--- config.mk ---
export PLATFORM = sky130hd
export DESIGN_NAME = regdecr_valrdy
export DESIGN_NICKNAME = d
export VERILOG_FILES = /design/src/rtl/regdecr_valrdy.sv
export SDC_FILE = /design/constraint.sdc
export NUM_CORES = 1
export LEC_CHECK = 0
export BUFFER_PORTS_ARGS = -buffer_cell sky130_fd_sc_hd__buf_2
export CAP_MARGIN = 15
export CELL_PAD_IN_SITES_DETAIL_PLACEMENT = 0
export CELL_PAD_IN_SITES_GLOBAL_PLACEMENT = 1
export CORE_UTILIZATION = 43
export DETAILED_ROUTE_END_ITERATION = 10
export GPL_TIMING_DRIVEN = 0
export PLACE_DENSITY = 0.83
export SLEW_MARGIN = 20
export SYNTH_ARGS = -nofsm -noshare
export SYNTH_HDL_FRONTEND = slang
export SYNTH_SLANG_ARGS = --single-unit
--- constraint.sdc ---
create_clock -name clk -period 3.1 [get_ports clk]
set_clock_uncertainty 0.1 [all_clocks]
set_input_delay 0.62 -clock clk [delete_from_list [all_inputs] [get_ports clk]]
set_output_delay 0.62 -clock clk [all_outputs]
set_load 0.01 [all_outputs]
--- src/rtl/regdecr_valrdy.sv ---
// Registered decrementer with val/rdy handshakes on both sides.
// Each accepted operand has a constant step subtracted and waits in a 2-entry elastic buffer.
module regdecr_valrdy #(
    parameter int unsigned p_nbits = 8,
    parameter int unsigned p_step  = 1
) (
    input  logic               clk,
    input  logic               reset,
    input  logic               in_val,
    output logic               in_rdy,
    input  logic [p_nbits-1:0] in_msg,
    output logic               out_val,
    input  logic               out_rdy,
    output logic [p_nbits-1:0] out_msg,
    output logic               out_uflow,
    output logic [p_nbits-1:0] count
);

    localparam logic [p_nbits-1:0] STEP  = p_nbits'(p_step);
    localparam logic [p_nbits-1:0] INC_1 = p_nbits'(1);

    typedef enum logic [1:0] {
        ST_EMPTY = 2'd0,
        ST_ONE   = 2'd1,
        ST_TWO   = 2'd2
    } state_t;

    state_t             state_q, state_d;
    logic [p_nbits-1:0] head_msg_q, head_msg_d;
    logic               head_uflow_q, head_uflow_d;
    logic [p_nbits-1:0] tail_msg_q, tail_msg_d;
    logic               tail_uflow_q, tail_uflow_d;
    logic [p_nbits-1:0] count_q, count_d;

    logic               enq;
    logic               deq;
    logic [p_nbits-1:0] new_msg;
    logic               new_uflow;

    // Result is {borrow, difference}; the borrow flags a wrapped subtraction.
    function automatic logic [p_nbits:0] decr(input logic [p_nbits-1:0] a);
        return {(a < STEP), a - STEP};
    endfunction

    assign in_rdy    = (state_q != ST_TWO);
    assign out_val   = (state_q != ST_EMPTY);
    assign out_msg   = head_msg_q;
    assign out_uflow = head_uflow_q;
    assign count     = count_q;

    assign enq = in_val & in_rdy;
    assign deq = out_val & out_rdy;
    assign {new_uflow, new_msg} = decr(in_msg);

    always_comb begin
        state_d      = state_q;
        head_msg_d   = head_msg_q;
        head_uflow_d = head_uflow_q;
        tail_msg_d   = tail_msg_q;
        tail_uflow_d = tail_uflow_q;
        count_d      = count_q;

        case (state_q)
            ST_EMPTY: begin
                if (enq) begin
                    state_d      = ST_ONE;
                    head_msg_d   = new_msg;
                    head_uflow_d = new_uflow;
                end
            end
            ST_ONE: begin
                case ({enq, deq})
                    2'b10: begin
                        state_d      = ST_TWO;
                        tail_msg_d   = new_msg;
                        tail_uflow_d = new_uflow;
                    end
                    2'b01: begin
                        state_d = ST_EMPTY;
                    end
                    2'b11: begin
                        // Old head leaves this cycle, so the newcomer takes its slot.
                        head_msg_d   = new_msg;
                        head_uflow_d = new_uflow;
                    end
                    default: begin
                        state_d = ST_ONE;
                    end
                endcase
            end
            ST_TWO: begin
                if (deq) begin
                    state_d      = ST_ONE;
                    head_msg_d   = tail_msg_q;
                    head_uflow_d = tail_uflow_q;
                end
            end
            default: begin
                state_d = ST_EMPTY;
            end
        endcase

        if (deq) begin
            count_d = count_q + INC_1;
        end
    end

    always_ff @(posedge clk or negedge reset) begin
        if (!reset) begin
            state_q      <= ST_EMPTY;
            head_msg_q   <= '0;
            head_uflow_q <= 1'b0;
            tail_msg_q   <= '0;
            tail_uflow_q <= 1'b0;
            count_q      <= '0;
        end else begin
            state_q      <= state_d;
            head_msg_q   <= head_msg_d;
            head_uflow_q <= head_uflow_d;
            tail_msg_q   <= tail_msg_d;
            tail_uflow_q <= tail_uflow_d;
            count_q      <= count_d;
        end
    end

`ifndef SYNTHESIS
    function automatic string line_trace();
        string occ;
        case (state_q)
            ST_EMPTY: occ = "0";
            ST_ONE:   occ = "1";
            ST_TWO:   occ = "2";
            default:  occ = "?";
        endcase
        return $sformatf("%s%s%h (%s) %s%s%h",
                         in_val ? "V" : ".", in_rdy ? "R" : ".", in_msg, occ,
                         out_val ? "V" : ".", out_rdy ? "R" : ".", out_msg);
    endfunction

    a_out_stable: assert property (@(posedge clk) disable iff (!reset)
        (out_val && !out_rdy) |=> (out_val && $stable(out_msg) && $stable(out_uflow)));

    a_no_x: assert property (@(posedge clk) disable iff (!reset)
        !$isunknown({in_rdy, out_val, out_msg, out_uflow, count}));
`endif

endmodule

==> flow_results.org, run 1 <==
** GRT
- Global-route congestion overflow total :: 0
- Tot GR Track Use :: 18.4%
- Maximum number of pins on one net before global-route repair :: 29
- The number of global-route vias before repair was 1034.
- The number of antenna violations at the first check in global routing came to 0.
- The first global-routing pass estimated 4780 um of wire.

** Yosys
- Share of the synthesized area in the top cell type :: 49.8%
- Number of cells produced by synthesis :: 139
- Counting flops with a built-in enable in the synthesized netlist gives 0.
- Synthesis inferred 28 register bits.
- The synthesized netlist occupies a cell area of 0.00141 mm^2.
- Asr flop ratio synth :: 100%
- During synthesis, Yosys emitted a total of 0 warnings.
- Post-synthesis average cell area :: 10.1 um^2
- Mapped Nets :: 155
- Cell type with the largest total area after synthesis :: dfrtp_1
- Primary flip-flop cell chosen by synthesis mapping :: dfrtp_1
- Leading post-synthesis cells by cell area :: dfrtp_1 (50%), xnor2_1 (6.2%), o21ai_0 (5.7%)
- Count of cell types in the netlist :: 33
- For this run, the register share of the synthesized area comes to 49.8%.

** Floorplan
- 31 I/O pins were placed.
- The die covers 0.00351 mm^2.
- After floorplanning, the core was divided into 20 placement rows.
- The floorplan step set the die width to 59.2 um.
- Initial cell density of the core :: 45.7%
- The core region is 0.00308 mm^2.
- Die span in y :: 59.2 um

** Final layout
- The library cells used most frequently in the layout, excluding fill and tap cells, are buf_2 (33), dfrtp_1 (28), nand2_1 (18).
- The library cell used most frequently in the layout, excluding fill and tap cells, is buf_2.
- The net count of the finished layout is 190.
- Layout overhead on the synthesized area :: 18.3%
- Diodes inserted :: 0
- For this run, the number of standard cells in the final layout without fillers is 217.
- Of the cells placed in the final design, the portion with a size suffix greater than 1 is 27.2%.

** Timing
- Setup repair after global routing missed its margin :: no
- Portion of the clock cycle consumed by the worst path in the final layout :: 73.1%
- Final-report setup violation count :: 0
- Headroom to the max-slew limit came out at 58.3%.
- The worst path in the final design needs a cycle of 2270 ps, including I/O delays and setup.
- Total negative slack for setup checks :: 0 ps
- The number of hold violations in the final report is 0.
- Derived from the worst setup path, the maximum achievable clock frequency is 0.441 GHz.
- Worst setup slack after layout :: 835 ps
- Max-slew violation count :: 0
- For the pin with the worst max-slew slack, the measured transition is 625 ps.

** Clocking
- Latest clock arrival within the worst-skew pair :: 320 ps
- Buffers added to address setup during post-CTS repair amount to 0.
- The tree built by TritonCTS fans out to 28 sinks.
- The number of gates resized after CTS was 0.
- TritonCTS built the clock tree.
- CTS Buf Count :: 3
- Maximum number of buffers from clock root to sink :: 2
- In this run the number of H-tree levels came out at 1.
- The cell sitting at the root of the clock tree is a clkbuf_4.
- Clock-pin slew was measured on the worst setup and hold paths at 150 ps.
- Hold buffer count at cts :: 0

** Placed design
- Once detailed placement completed, the half-perimeter wirelength came to 2080 um.
- Port buffering added 30 buffers.
- OpenSTA, run right after detailed placement, puts the worst setup slack at 868 ps.
- Count of placed standard cells including taps :: 213
- Gp weighted congestion :: 0.766

** Critical path
- Data on the critical path is required at its endpoint by 3230 ps.
- The endpoint identified for the worst register-to-register timing path is out_msg[3]$_DFFE_PN0P_.
- The worst register-to-register path begins at state_q[1]$_DFFE_PN0P_.
- STA classifies the critical path endpoint as a register.
- Critical Path Fanout Max :: 10
- The critical path is of the reg -> reg type.
- Number of cells on the worst reg-to-reg path :: 8
- Setup slack on the worst reg-to-reg path comes out at 830 ps.
- Data on the critical path arrives at its endpoint at 2390 ps.
- Startpoint Class :: register

** Worst hold path
- The tightest min-delay check is of the in -> async type.

** Route
- Once detail routing completed, the nets flagged for antenna violations numbered 0.
- In the routed design, unresolved DRC markers number 0.
- Average routed wire per standard cell :: 12.7 um
- The first routing iteration left 42 violations.
- Number of search-and-repair iterations in the first detailed-routing pass :: 4
- Via-to-Cell Ratio :: 5.02
- Routed via count :: 1089
- Routed wire length :: 2760 um

** Pwr
- Peak supply drop :: 377 uV
- P per Cell Area :: 898 mW/mm^2
- In this run the static leakage power is 0.763 nW.

** Job
- Max-cap violations :: 0

** Outcome
- Outcome :: finished clean
## worst max path at each step
stage                                 from                endpoint  slack (ps)  cells past startpoint
floorplan           state_q[1]$_DFFE_PN0P_  out_msg[3]$_DFFE_PN0P_        1100                      8
global placement    state_q[1]$_DFFE_PN0P_  out_msg[3]$_DFFE_PN0P_         900                      8
detailed placement  state_q[1]$_DFFE_PN0P_  out_msg[3]$_DFFE_PN0P_         870                      8
CTS                 state_q[1]$_DFFE_PN0P_  out_msg[3]$_DFFE_PN0P_         840                      8
global route        state_q[1]$_DFFE_PN0P_  out_msg[4]$_DFFE_PN0P_         690                     10
finish              state_q[1]$_DFFE_PN0P_  out_msg[3]$_DFFE_PN0P_         830                      8
## stage by stage
step / hold WS, ps / area [um^2] / util, % / power (mW)
2_1_floorplan: 224 / 1410 / - / 1.05
3_3_place_gp: 357 / 1610 / 52.4 / 1.25
3_5_place_dp: 359 / 1610 / 52.4 / 1.28
4_1_cts: 196 / 1670 / 54.1 / 1.52
5_1_grt: 209 / 1670 / 54.1 / 1.63
6_report: 186 / 1670 / 54.1 / 1.50
## Yosys cell counts, types with 2 or more instances
| master | count |
|---|---|
| dfrtp_1 | 28 |
| nand2_1 | 18 |
| o21ai_0 | 16 |
| xnor2_1 | 10 |
| nor2_1 | 8 |
| a21oi_1 | 5 |
| nand3_1 | 5 |
| a31oi_1 | 4 |
| ha_1 | 4 |
| nand4_1 | 4 |
| buf_2 | 3 |
| inv_1 | 3 |
| nand3b_1 | 3 |
| xor2_1 | 3 |
| and2b_1 | 2 |
| buf_6 | 2 |
| mux2_2 | 2 |
| mux2i_1 | 2 |
| nor3b_1 | 2 |
| or4b_1 | 2 |
## sequential cells by signal (all words and copies together) (netlist names)
signal	cells
tail_msg_q	8
out_uflow	1
count	8
state_q	2
out_msg	8
tail_uflow_q	1
## worst max-delay path, stage by stage (launching register included)
cell and delay, ps:
dfrtp_1 410, or2b_1 150, buf_2 200, buf_2 250, and2_1 180, ha_1 210, nand3b_1 120, o21ai_2 180
mux2_2 380
## layer usage
layer / vias to the layer above / track usage (%) / part of all wire (%)
li1: 550 / - / -
met1: 510 / 25.1 / 50
met2: 25 / 30.3 / 47
met3: 4 / 2.62 / 2.8
met4: 0 / 5.10 / 0.83
met5: - / 0 / 0
## power by group
| part | total (mW) | switching (mW) | internal, mW |
|---|---|---|---|
| Combinational | 0.634 | 0.350 | 0.284 |
| Sequential | 0.625 | 0.104 | 0.521 |
| Clock | 0.237 | 0.107 | 0.131 |
| Total | 1.50 | 0.560 | 0.936 |
## layout make-up
cell class | instances | area (um^2)
Tap cell | 44 | 55.1
Buffer | 6 | 42.5
Multi-Input combinational cell | 101 | 649
Timing Repair Buffer | 30 | 150
Inverter | 4 | 15.0
Sequential cell | 28 | 701
Clock buffer | 3 | 22.5
Fill cell | 314 | 1410
Clock inverter | 1 | 30.0
## logic make-up after synthesis
| family | Yosys count | synth area share [%] |
|---|---|---|
| and+or+nand+nor | 51 | 20.1 |
| adders and majority gates | 4 | 3.56 |
| muxes | 4 | 3.02 |
| buffers and inverters | 10 | 4.09 |
| DFF | 28 | 49.8 |
| xor gates and xnor gates | 13 | 8.09 |
| AOI/OAI and AO/OA | 29 | 11.4 |
No activity file was read; power rests on OpenSTA's default activity.
==> run 2, diff against run 1 <==
CORE_UTILIZATION = 36   (was 43)
PLACE_DENSITY = 0.74   (was 0.83)
clock period = 2 ns   (was 3.1 ns; I/O delays follow)
==> run 2 against run 1 <==
  * Die area rose by 19%
  * Via count rose by 3.6%
  * Count of clock-buffer cells in the layout did not move
  * Worst hold slack got worse by 160 ps
  * Largest cell class unchanged
  * Cell count rose by 3.7%
  * Non-clock buffer count rose by 4
  * Routed wire length rose by 8.5%
  * Highest routed layer unchanged
  * Sequential power rose by 54%
==> flow_results.org, run 2 (same netlist as run 1, synthesis figures left out) <==
** Floorplan
- Row generation in the floorplan step produced 22 rows.
- Die width :: 64.5 um
- From bottom edge to top edge, the die measures 64.5 um.
- The floorplan step defined a core boundary enclosing 0.00372 mm^2.
- For this design the top-level I/O count stands at 31.
- DIE AREA :: 0.00416 mm^2
- Initial cell density of the core :: 37.9%

** GRT
- The number of global-route vias before repair was 1077.
- Antenna violations before repair :: 0
- In the global route stage, overall resource usage came out at 15.4%.
- First-pass GRT wire length :: 4900 um
- For this run the aggregate overflow at the end of global routing stands at 0.
- Maximum number of pins on one net before global-route repair :: 29

** Critical path
- The critical path goes through buf_4, buf_6, o21ai_4, inv_2, ha_2, nand3b_1, o21ai_4, buf_2, a31oi_1.
- In this run the worst path has a maximum fanout of 10.
- Counting cells, the worst reg-to-reg path comes to 9.
- The setup check on the worst reg-to-reg path leaves a slack of 120 ps.
- Data arrives at the worst endpoint at 1980 ps.
- Worst r2r dst :: out_uflow$_DFFE_PN0P_
- Crit path kind :: reg -> reg
- Dominant cell type by count on the critical path :: o21ai_4
- STA classifies the critical path startpoint as a register.
- For this design, the slowest cell found on the critical path is dfrtp_1.
- Kind of end point of the critical path :: register
- Largest incremental delay on the critical path :: 380 ps
- The startpoint identified for the worst register-to-register timing path is state_q[1]$_DFFE_PN0P_.
- Critical path required time :: 2100 ps

** Worst hold path
- The min-delay analysis places its worst path in the category in -> async.

** Placed design
- Setup slack after placement :: -265 ps
- In this run the cell area measured after placement is 0.00162 mm^2.
- After legalization and detailed placement, the total HPWL measured 2170 um.
- The congestion estimate from routability-driven global placement came to 0.805.
- Input and output buffers added on the ports amount to 30.

** Route
- Average routed wire per standard cell :: 13.3 um
- Met2 layer wire length in the routed design :: 1370 um
- Metal-1 WL :: 1480 um
- Summed over all layers, the routed wires come to 3000 um.
- The detailed router placed 1128 vias in this run.
- Highest metal used :: met4
- Summed over all nets, wire length on met3 after detailed routing comes to 94 um.
- Drt drc :: 0
- Number of DRC markers in iteration 0 :: 38
- Number of search-and-repair iterations in the first detailed-routing pass :: 4
- Detail Route Antenna Nets :: 0
- Via-to-Cell Ratio :: 5.01

** Pwr
- P per Cell Area :: 1440 mW/mm^2
- Tot Pwr :: 2.53 mW
- The worst-case IR drop observed on VDD is 531 uV.
- Leakage dissipation :: 0.798 nW

** Timing
- Based on the critical path, the design can be clocked at up to 0.532 GHz.
- Least-Margin Pin Slew :: 617 ps
- Worst hold-check slack :: 26.0 ps
- Portion of the clock cycle consumed by the worst path in the final layout :: 94.1%
- Setup repair after global routing missed its margin :: no
- Setup violations remaining at the end of the flow were counted as 0.
- Worst setup slack after layout :: 119 ps
- The max-slew violation total from the final report was 0.
- Relative max-transition margin :: 58.9%
- The number of hold violations in the final report was 0.
- Crit path time final :: 1880 ps

** Final layout
- Number of nets at the end of the flow :: 194
- Post-route cell area :: 0.00175 mm^2
- Leaving out fill and tap cells, the most frequent cells in the layout are buf_2 (31), dfrtp_1 (28), nand2_1 (17).
- From synthesis to final layout, the design area changed by 24.6%.
- The layout has 377 filler cells.
- Diodes inserted :: 0
- Leaving out fill and tap cells, the most frequent cell in the layout is buf_2.
- Cells with a size suffix above 1 make up 31.1% of the layout.

** Clocking
- In this run, CTS created clock tree buffers numbering 3.
- No sink is reached through more buffers than the 2 on the longest clock path.
- After clock tree synthesis, the clock-pin slew on the worst setup and hold paths is 100 ps.
- The number of hold buffers added after CTS was 0.
- The tree is rooted in a clkbuf_8.
- At the later pin of the worst-skew pair, clock insertion delay measures 280 ps.
- CTS saw 28 sinks.
- TritonCTS built the clock tree.
- CTS built an H-tree with a depth of 1.

** Job
- Max-cap violations :: 0

** Outcome
- The run finished with clean final reports.
## run 2: changes by cell type in the layout (fill, tap and decap cells not counted), moves of 2 or more
cell / change
buf_4: +5
clkbuf_4: -3
clkbuf_8: +3
buf_2: -2
o21ai_4: +2
## run 2: metal layers
layer / vias up / GRT usage [%]
met2: 24 / 23.7
li1: 557 / -
met4: 0 / 7.78
met3: 6 / 2.46
met1: 541 / 20.8
met5: - / 0
## run 2: cell type report
class / instances / area [um^2] / share of cell area (%)
clock buffers: 3 / 41.3 / 2.35
flip-flops and latches: 28 / 701 / 39.9
plain buffers: 5 / 46.3 / 2.64
repair buffers: 35 / 185 / 10.6
multi-input cells: 101 / 676 / 38.5
clock inverters: 1 / 30.0 / 1.71
well taps: 48 / 60.1 / 3.42
inverters: 4 / 15.0 / 0.856
## run 2: per-stage QoR
| step | utilization (%) | instances | TNS, ps |
|---|---|---|---|
| finish | 47.2 | 225 | 0 |
| global route | 47.2 | 225 | 0 |
| CTS | 46.2 | 221 | 0 |
| detailed placement | 43.5 | 217 | -3290 |
| global placement | 43.5 | 217 | -2800 |
| floorplan | - | 139 | 0 |
## run 2: worst max path at each step
stage,start,to,slack (ps),cells past startpoint
6_report,state_q[1]$_DFFE_PN0P_,out_uflow$_DFFE_PN0P_,120,9
5_1_grt,state_q[1]$_DFFE_PN0P_,out_msg[4]$_DFFE_PN0P_,0.1,9
4_1_cts,state_q[0]$_DFFE_PN0P_,out_msg[4]$_DFFE_PN0P_,0.02,9
3_5_place_dp,state_q[1]$_DFFE_PN0P_,out_msg[3]$_DFFE_PN0P_,-270,8
3_3_place_gp,state_q[1]$_DFFE_PN0P_,out_msg[3]$_DFFE_PN0P_,-250,8
2_1_floorplan,state_q[1]$_DFFE_PN0P_,out_msg[3]$_DFFE_PN0P_,4,8
## run 2: what timing repair did
item / CTS / global route
setup endpoints to repair: 17 / 17
resized for setup: 5 / 4
cloned: 0 / 1
setup buffers: 1 / 3
pin swaps: 0 / 1
## run 2: power by group
part	total, mW	switching (mW)	leakage [nW]	internal, mW
sequential	0.965	0.156	0.344	0.809
clock	0.450	0.181	0.0357	0.268
combinational	1.11	0.606	0.418	0.506
## run 2: worst max-delay path, delay by kind of cell (launching register included)
| family | cells | cell delay [ps] |
|---|---|---|
| adders and majority gates | 1 | 200 |
| and+or+nand+nor | 1 | 140 |
| DFF | 1 | 380 |
| AOI/OAI and AO/OA | 3 | 430 |
| buffers and inverters | 4 | 540 |
